$ cat src/rtl/shift_entry_reg.sv
// Symbol-wide entry shift register: fill, rotate and arithmetic shifts in either
// direction, parallel load, synchronous clear, entered-symbol count with full/overflow.
module shift_entry_reg #(
  parameter  int WIDTH = 8,
  parameter  int SYM_W = 1,
  localparam int DEPTH = WIDTH / SYM_W,
  localparam int CNT_W = $clog2(DEPTH + 1)
) (
  input  logic             clk,
  input  logic             rstn,
  input  logic             clr,
  input  logic             load,
  input  logic [WIDTH-1:0] load_data,
  input  logic             en,
  input  logic [SYM_W-1:0] d,
  input  logic             dir,
  input  logic [1:0]       mode,
  output logic [WIDTH-1:0] out,
  output logic [SYM_W-1:0] sout,
  output logic [CNT_W-1:0] count,
  output logic             full,
  output logic             ovf
);

  // Strobe semantics: en is a single-cycle request with no ready/back-pressure;
  // every cycle en is high (and clr/load are low) performs exactly one shift, and
  // the result is visible on the outputs the cycle after the sampling edge.

  localparam logic [1:0] MODE_FILL  = 2'd0;
  localparam logic [1:0] MODE_ROT   = 2'd1;
  localparam logic [1:0] MODE_ARITH = 2'd2;

  logic [WIDTH-1:0] out_q, out_d;
  logic [SYM_W-1:0] sout_q, sout_d;
  logic [CNT_W-1:0] count_q, count_d;
  logic             ovf_q, ovf_d;

  logic [SYM_W-1:0] outgoing;
  logic [SYM_W-1:0] ins;
  logic [WIDTH-1:0] ins_lo;
  logic [WIDTH-1:0] ins_hi;
  logic             full_w;

  assign full_w = (count_q == CNT_W'(DEPTH));

  always_comb begin
    out_d   = out_q;
    sout_d  = sout_q;
    count_d = count_q;
    ovf_d   = ovf_q;

    outgoing = dir ? out_q[SYM_W-1:0] : out_q[WIDTH-1 -: SYM_W];
    case (mode)
      MODE_FILL:  ins = d;
      MODE_ROT:   ins = outgoing;
      MODE_ARITH: ins = dir ? {SYM_W{out_q[WIDTH-1]}} : '0;
      default:    ins = '0;
    endcase
    // Shift operators keep SYM_W == WIDTH legal (no zero-width slices).
    ins_lo = WIDTH'(ins);
    ins_hi = ins_lo << (WIDTH - SYM_W);

    if (clr) begin
      out_d   = '0;
      sout_d  = '0;
      count_d = '0;
      ovf_d   = 1'b0;
    end else if (load) begin
      out_d   = load_data;
      count_d = CNT_W'(DEPTH);
      ovf_d   = 1'b0;
    end else if (en && mode != 2'd3) begin
      out_d  = dir ? ((out_q >> SYM_W) | ins_hi) : ((out_q << SYM_W) | ins_lo);
      sout_d = outgoing;
      if (mode == MODE_FILL) begin
        if (full_w) ovf_d = 1'b1;
        else        count_d = count_q + 1'b1;
      end
    end
  end

  always_ff @(posedge clk or negedge rstn) begin
    if (!rstn) begin
      out_q   <= '0;
      sout_q  <= '0;
      count_q <= '0;
      ovf_q   <= 1'b0;
    end else begin
      out_q   <= out_d;
      sout_q  <= sout_d;
      count_q <= count_d;
      ovf_q   <= ovf_d;
    end
  end

  assign out   = out_q;
  assign sout  = sout_q;
  assign count = count_q;
  assign full  = full_w;
  assign ovf   = ovf_q;

endmodule

$ cat config.mk
export PLATFORM = sky130hd
export DESIGN_NAME = shift_entry_reg
export DESIGN_NICKNAME = d
export VERILOG_FILES = /design/src/rtl/shift_entry_reg.sv
export SDC_FILE = /design/constraint.sdc
export NUM_CORES = 1
export LEC_CHECK = 0
export CAP_MARGIN = 10
export CELL_PAD_IN_SITES_DETAIL_PLACEMENT = 1
export CELL_PAD_IN_SITES_GLOBAL_PLACEMENT = 2
export CORE_MARGIN = 5
export CORE_UTILIZATION = 23
export DETAILED_ROUTE_END_ITERATION = 10
export PLACE_DENSITY = 0.83
export REMOVE_ABC_BUFFERS = 1
export SETUP_SLACK_MARGIN = 0.05
export SYNTH_ARGS = -nofsm -noshare
export SYNTH_HDL_FRONTEND = slang
export SYNTH_SLANG_ARGS = --single-unit
export TNS_END_PERCENT = 20
$ cat constraint.sdc
create_clock -name clk -period 1.4 [get_ports clk]
set_input_delay 0.35 -clock clk [delete_from_list [all_inputs] [get_ports clk]]
set_output_delay 0.35 -clock clk [all_outputs]
set_load 0.005 [all_outputs]
# [After elaboration in Yosys (flattened, before gate mapping)]
# Index checks and enable logic that the tools add are counted.
# Widths: inputs -> output; s select.
[word_totals] reg_bits=14 inputBits=17 elab_cells=42
[op_classes] addsub=1 n_eq_ne=6 muxes=20 n_bitwise=2 reduce_logical=9
[op_table] cell="$mux 8" count=4
[op_table] cell="$mux 4" count=5
[op_table] cell="$mux 1" count=10
[op_table] cell="$reduce_bool 3->1" count=3
[op_table] cell="$or 7x8->8" count=1
[op_table] cell="$or 8x1->8" count=1
[op_table] cell="$reduce_and 3->1" count=2
[op_table] cell="$add 4x1->4 const B" count=1
[op_table] cell="$eq 4x4->1 const B" count=1
[op_table] cell="$ne 2x2->1 const B" count=2
[op_table] cell="$ne 3x3->1 const B" count=1
[op_table] cell="$pmux 1 s3" count=1
[op_table] cell="$eq 2x1->1 const B" count=1
[op_table] cell="$eq 2x2->1 const B" count=1
[op_table] cell="$logic_not 2->1" count=1
[op_table] cell="$reduce_and 2->1" count=1
[op_table] cell="$reduce_bool 2->1" count=1
[op_table] cell="$logic_and 1x1->1" count=1

# [Logic depth before layout (Yosys ltp)]
[logic_depth] word_depth=7 mapped_depth=6 mapped_depth_nobuf=6

# [Worst setup path after synthesis]
# No wires, ideal clock.
[synth_path] path_type="reg2reg" startpoint="register count_q[0] (netlist: count[0])" endpoint="register count_q[2] (netlist: count[2])" arrival_ns=1.422 t_required_ns=1.322 path_slack_ns=-0.100 stages_incl_launch_ff=7 path_buffers=0 path_cell_list="dfrtp_1 -> inv_1 -> ha_1 -> nand3b_1 -> inv_1 -> or4_1 -> a21oi_1"
[synth_rtl] item="start: declaration" line_no="35" rtl="logic [CNT_W-1:0] count_q, count_d;"
[synth_rtl] item="start signal: assignment" line_no="91" rtl="count_q <= count_d;"
[synth_rtl] item="$eq 4x4->1" line_no="44" rtl="assign full_w = (count_q == CNT_W'(DEPTH));"
[synth_rtl] item="named net full" line_no="21" rtl="output logic full,"
[synth_rtl] item="$ne 3x3->1 (no source line)"
[synth_rtl] item="$reduce_and 3->1 (no source line)"
# The timed path passes the listed nets, and every way through them passes these cells. The select of a mux whose other input is x is not followed.
# A chain may end at the register's enable or synchronous reset.

# [Worst setup path in the final report]
[layout_path] startpoint="register count_q[0] (netlist: count[0])" endpoint="register count_q[2] (netlist: count[2])"
[layout_via] elab_chain_len=6
[layout_rtl] item="$add 4x1->4" line_no="77" rtl="else count_d = count_q + 1'b1;"
[layout_rtl] item="$mux 4" line_no="76" rtl="if (full_w) ovf_d = 1'b1;"
[layout_rtl] item="$mux 4" line_no="75" rtl="if (mode == MODE_FILL) begin"
[layout_rtl] item="$mux 4" line_no="72" rtl="end else if (en && mode != 2'd3) begin"
[layout_rtl] item="$mux 4" line_no="68" rtl="end else if (load) begin"
[layout_rtl] item="$mux 4" line_no="63" rtl="if (clr) begin"
# Several ways; a longest one is shown, not always the timed one. The select of a mux whose other input is x is not followed.

==> results.sh <==
export IMPL_netlist_area_sq_um=861
export IMPL_grt_pass1_wl_mm=5.05
export IMPL_cp_required_ps=1570
export IMPL_cts_made_buffers=3
export IMPL_cts_sinks=14
export IMPL_clockBufferDepth=2
export IMPL_min_period_ps=1530
export IMPL_gp_congestion=0.764
export IMPL_worstSetupEndpointType="flip-flop"
export IMPL_htree_levels=1
export IMPL_multi_input_area_sq_um=526
export IMPL_final_cell_mix="buf_4, dlygate4sd2_1, dfrtp_1"
export IMPL_antenna_found_initial=0
export IMPL_power_frac_seq_pct=38.4
export IMPL_p_leak_nw=0.746
export IMPL_regArea_sq_um=350
export IMPL_num_antenna_cells=0
export IMPL_finalNetCount=172
export IMPL_avgSynthCellArea_sq_um=10.4
export IMPL_die_x_um=71.2
export IMPL_max_freq_ghz=0.654
export IMPL_design_area_sq_um=1580
export IMPL_dp_hpwl_mm=2.35
export IMPL_min_path_type="primary input to async pin"
export IMPL_p_clk_share_pct=34.2
export IMPL_wl_mm=3.12
export IMPL_yosysWarnings=0
export IMPL_final_common_cell="buf_4"
export IMPL_combPwrFrac_pct=27.5
export IMPL_startpoint="count[0]"
export IMPL_r2r_start="count[0]"
export IMPL_wl_per_cell_um=15.6
export IMPL_grt_util_all_layers_pct=12.4
export IMPL_slew_viol_final=0
export IMPL_rows=22
export IMPL_num_vias=940
export IMPL_antenna_left=0
export IMPL_vias_per_cell=4.70
export IMPL_rsz0062_at_grt="yes"
export IMPL_initial_core_util_pct=23.7
export IMPL_netlist_instances=83
export IMPL_grt_max_degree=15
export IMPL_io_pins=32
export IMPL_grt_pass1_vias=1096
export IMPL_start_kind="flip-flop"
export IMPL_worst_slack_ps=-128
export IMPL_clk_latency_ps=240
export IMPL_first_pass_iters=4
export IMPL_drive_gt1_share_pct=42.8
export IMPL_ir_worst_vdd_mv=0.309
export IMPL_slew_headroom_pct=80.8
export IMPL_cts_hold_buffers_added=0
export IMPL_cts_tree="yes"
export IMPL_maxCapViolations=0
export IMPL_switchingPower_uw=296
export IMPL_rrSetupSlack_ps=-130
export IMPL_fin_crit_sh_pct=109
export IMPL_violations="setup timing"
export IMPL_final_core_util_pct=43.4
export IMPL_power_mw=1.15
export IMPL_die_h_um=71.2
export IMPL_worst_pin_slew_ps=288
export IMPL_crit_type="flip-flop to flip-flop"
export IMPL_final_fill_count=452
export IMPL_p_sw_share_pct=25.6
export IMPL_cts_reportedPaths_clkPinSlew_ps=60
export IMPL_port_buffer_count=31
export IMPL_setup_violations=4
export IMPL_dieArea_sq_um=5070
export IMPL_place_area_sq_um=1420
export IMPL_grt_overflow=0
export IMPL_yosysUniqueCellTypes=31
export IMPL_syn2layout_area_growth_pct=83.3
export IMPL_yosysSeqAreaShare_pct=40.7
export IMPL_p_int_uw=858
export IMPL_cts_root_buf="clkbuf_8"
export IMPL_hold_violations=0
export IMPL_drc=0
export IMPL_skew_ps=1.26
export IMPL_p_per_area_nw_per_um2=732
export IMPL_initialDrtViolationCount=9
export IMPL_status="finished, violations left"
export IMPL_worstPathArrival_ps=1700
export IMPL_yosys_register_bits=14
export IMPL_core_region_area_sq_um=3630
export IMPL_cp_max_fo=2
cell type report:
cell class	count	area share (%)
well taps	48	3.81
inverters	5	1.19
repair buffers	68	36.0
flip-flops and latches	14	22.2
clock buffers	4	3.49
multi-input cells	61	33.3
through the flow:
step                hold WS, ps  cells  worst slack [ps]  setup TNS, ps
finish                      428    200              -128           -418
detailed placement          509    186              -504          -6080
floorplan                  54.4     80              -100           -100
global route                438    200              -165           -619
CTS                         434    199             -93.3           -255
global placement            486    186              -446          -5400
logic make-up (layout without fill, tap and decap cells):
kind of cell	count (synthesis)	in the layout	share of synthesized area, %
AND/OR/NAND/NOR	18	18	12.2
adder cells (fa/ha/maj)	2	2	2.91
flip-flops	14	14	40.7
AO/OA/AOI/OAI	26	26	22.1
buffers and inverters	8	77	3.78
multiplexers	15	15	18.3
synth_stat cells, drive strengths merged:
| library cell | instances | area (sq um) |
|---|---|---|
| a211o | 1 | 8.76 |
| a211oi | 1 | 7.51 |
| a21boi | 1 | 11.3 |
| a21oi | 5 | 25.0 |
| a311oi | 1 | 8.76 |
| a31oi | 1 | 6.26 |
| buf | 2 | 10.0 |
| clkbuf | 1 | 3.75 |
| dfrtp | 14 | 350 |
| ha | 2 | 25.0 |
| inv | 5 | 18.8 |
| mux2 | 6 | 67.6 |
| mux2i | 9 | 90.1 |
| nand2 | 2 | 7.51 |
| nand3 | 3 | 15.0 |
| nand3b | 1 | 7.51 |
| nor2 | 3 | 11.3 |
| nor2b | 2 | 12.5 |
| nor3 | 1 | 5.00 |
| nor3b | 1 | 7.51 |
| o21ai | 4 | 20.0 |
| o21bai | 1 | 7.51 |
| o221a | 1 | 11.3 |
| o221ai | 1 | 8.76 |
| o22ai | 2 | 12.5 |
| o2bb2ai | 6 | 52.6 |
| o32a | 1 | 10.0 |
| or2 | 1 | 6.26 |
| or3 | 1 | 6.26 |
| or3b | 1 | 11.3 |
| or4 | 2 | 15.0 |
path summary, 6_finish.rpt:
path | end | cells after the start
setup / recovery | count[2] | 7
setup reg to reg | count[2] | 7
min in group clk | ovf | 2
max in group asynchronous | count[0] | 2
hold / removal | out[6] | 2
hold reg to reg | ovf | 2
power by group through the flow:
stage               logic, mW  registers, mW  clock network [mW]
global route            0.344          0.446               0.423
finish                  0.317          0.443               0.394
detailed placement      0.306          0.451                   0
CTS                     0.317          0.443               0.403
global placement        0.296          0.451                   0
floorplan              0.0921          0.456                   0
layer usage:
metal | vias up | routed length (um) | GRT usage (%)
met4 | 0 | 0 | 1.88
met1 | 461 | 1390 | 15.0
met5 | - | 0 | 0
met2 | 26 | 1590 | 23.1
li1 | 453 | - | -
met3 | 0 | 135 | 2.27
registers in the layout, summed over array words and instances (netlist names):
register  flops
count         4
out           8
ovf           1
sout          1
critical path: stages, from the launching register on:
cell and delay (ps):
dfrtp_1 380, inv_2 70, ha_4 150, nand3b_1 120, inv_2 60, buf_6 110, or4_4 420, a21oi_2 140
timing repair:
item,in CTS,in global routing
endpoints found under the setup margin,28,9
pin swaps,9,2
resized for setup,41,8
buffers inserted,9,1
No activity file was read; power rests on OpenSTA's default activity.
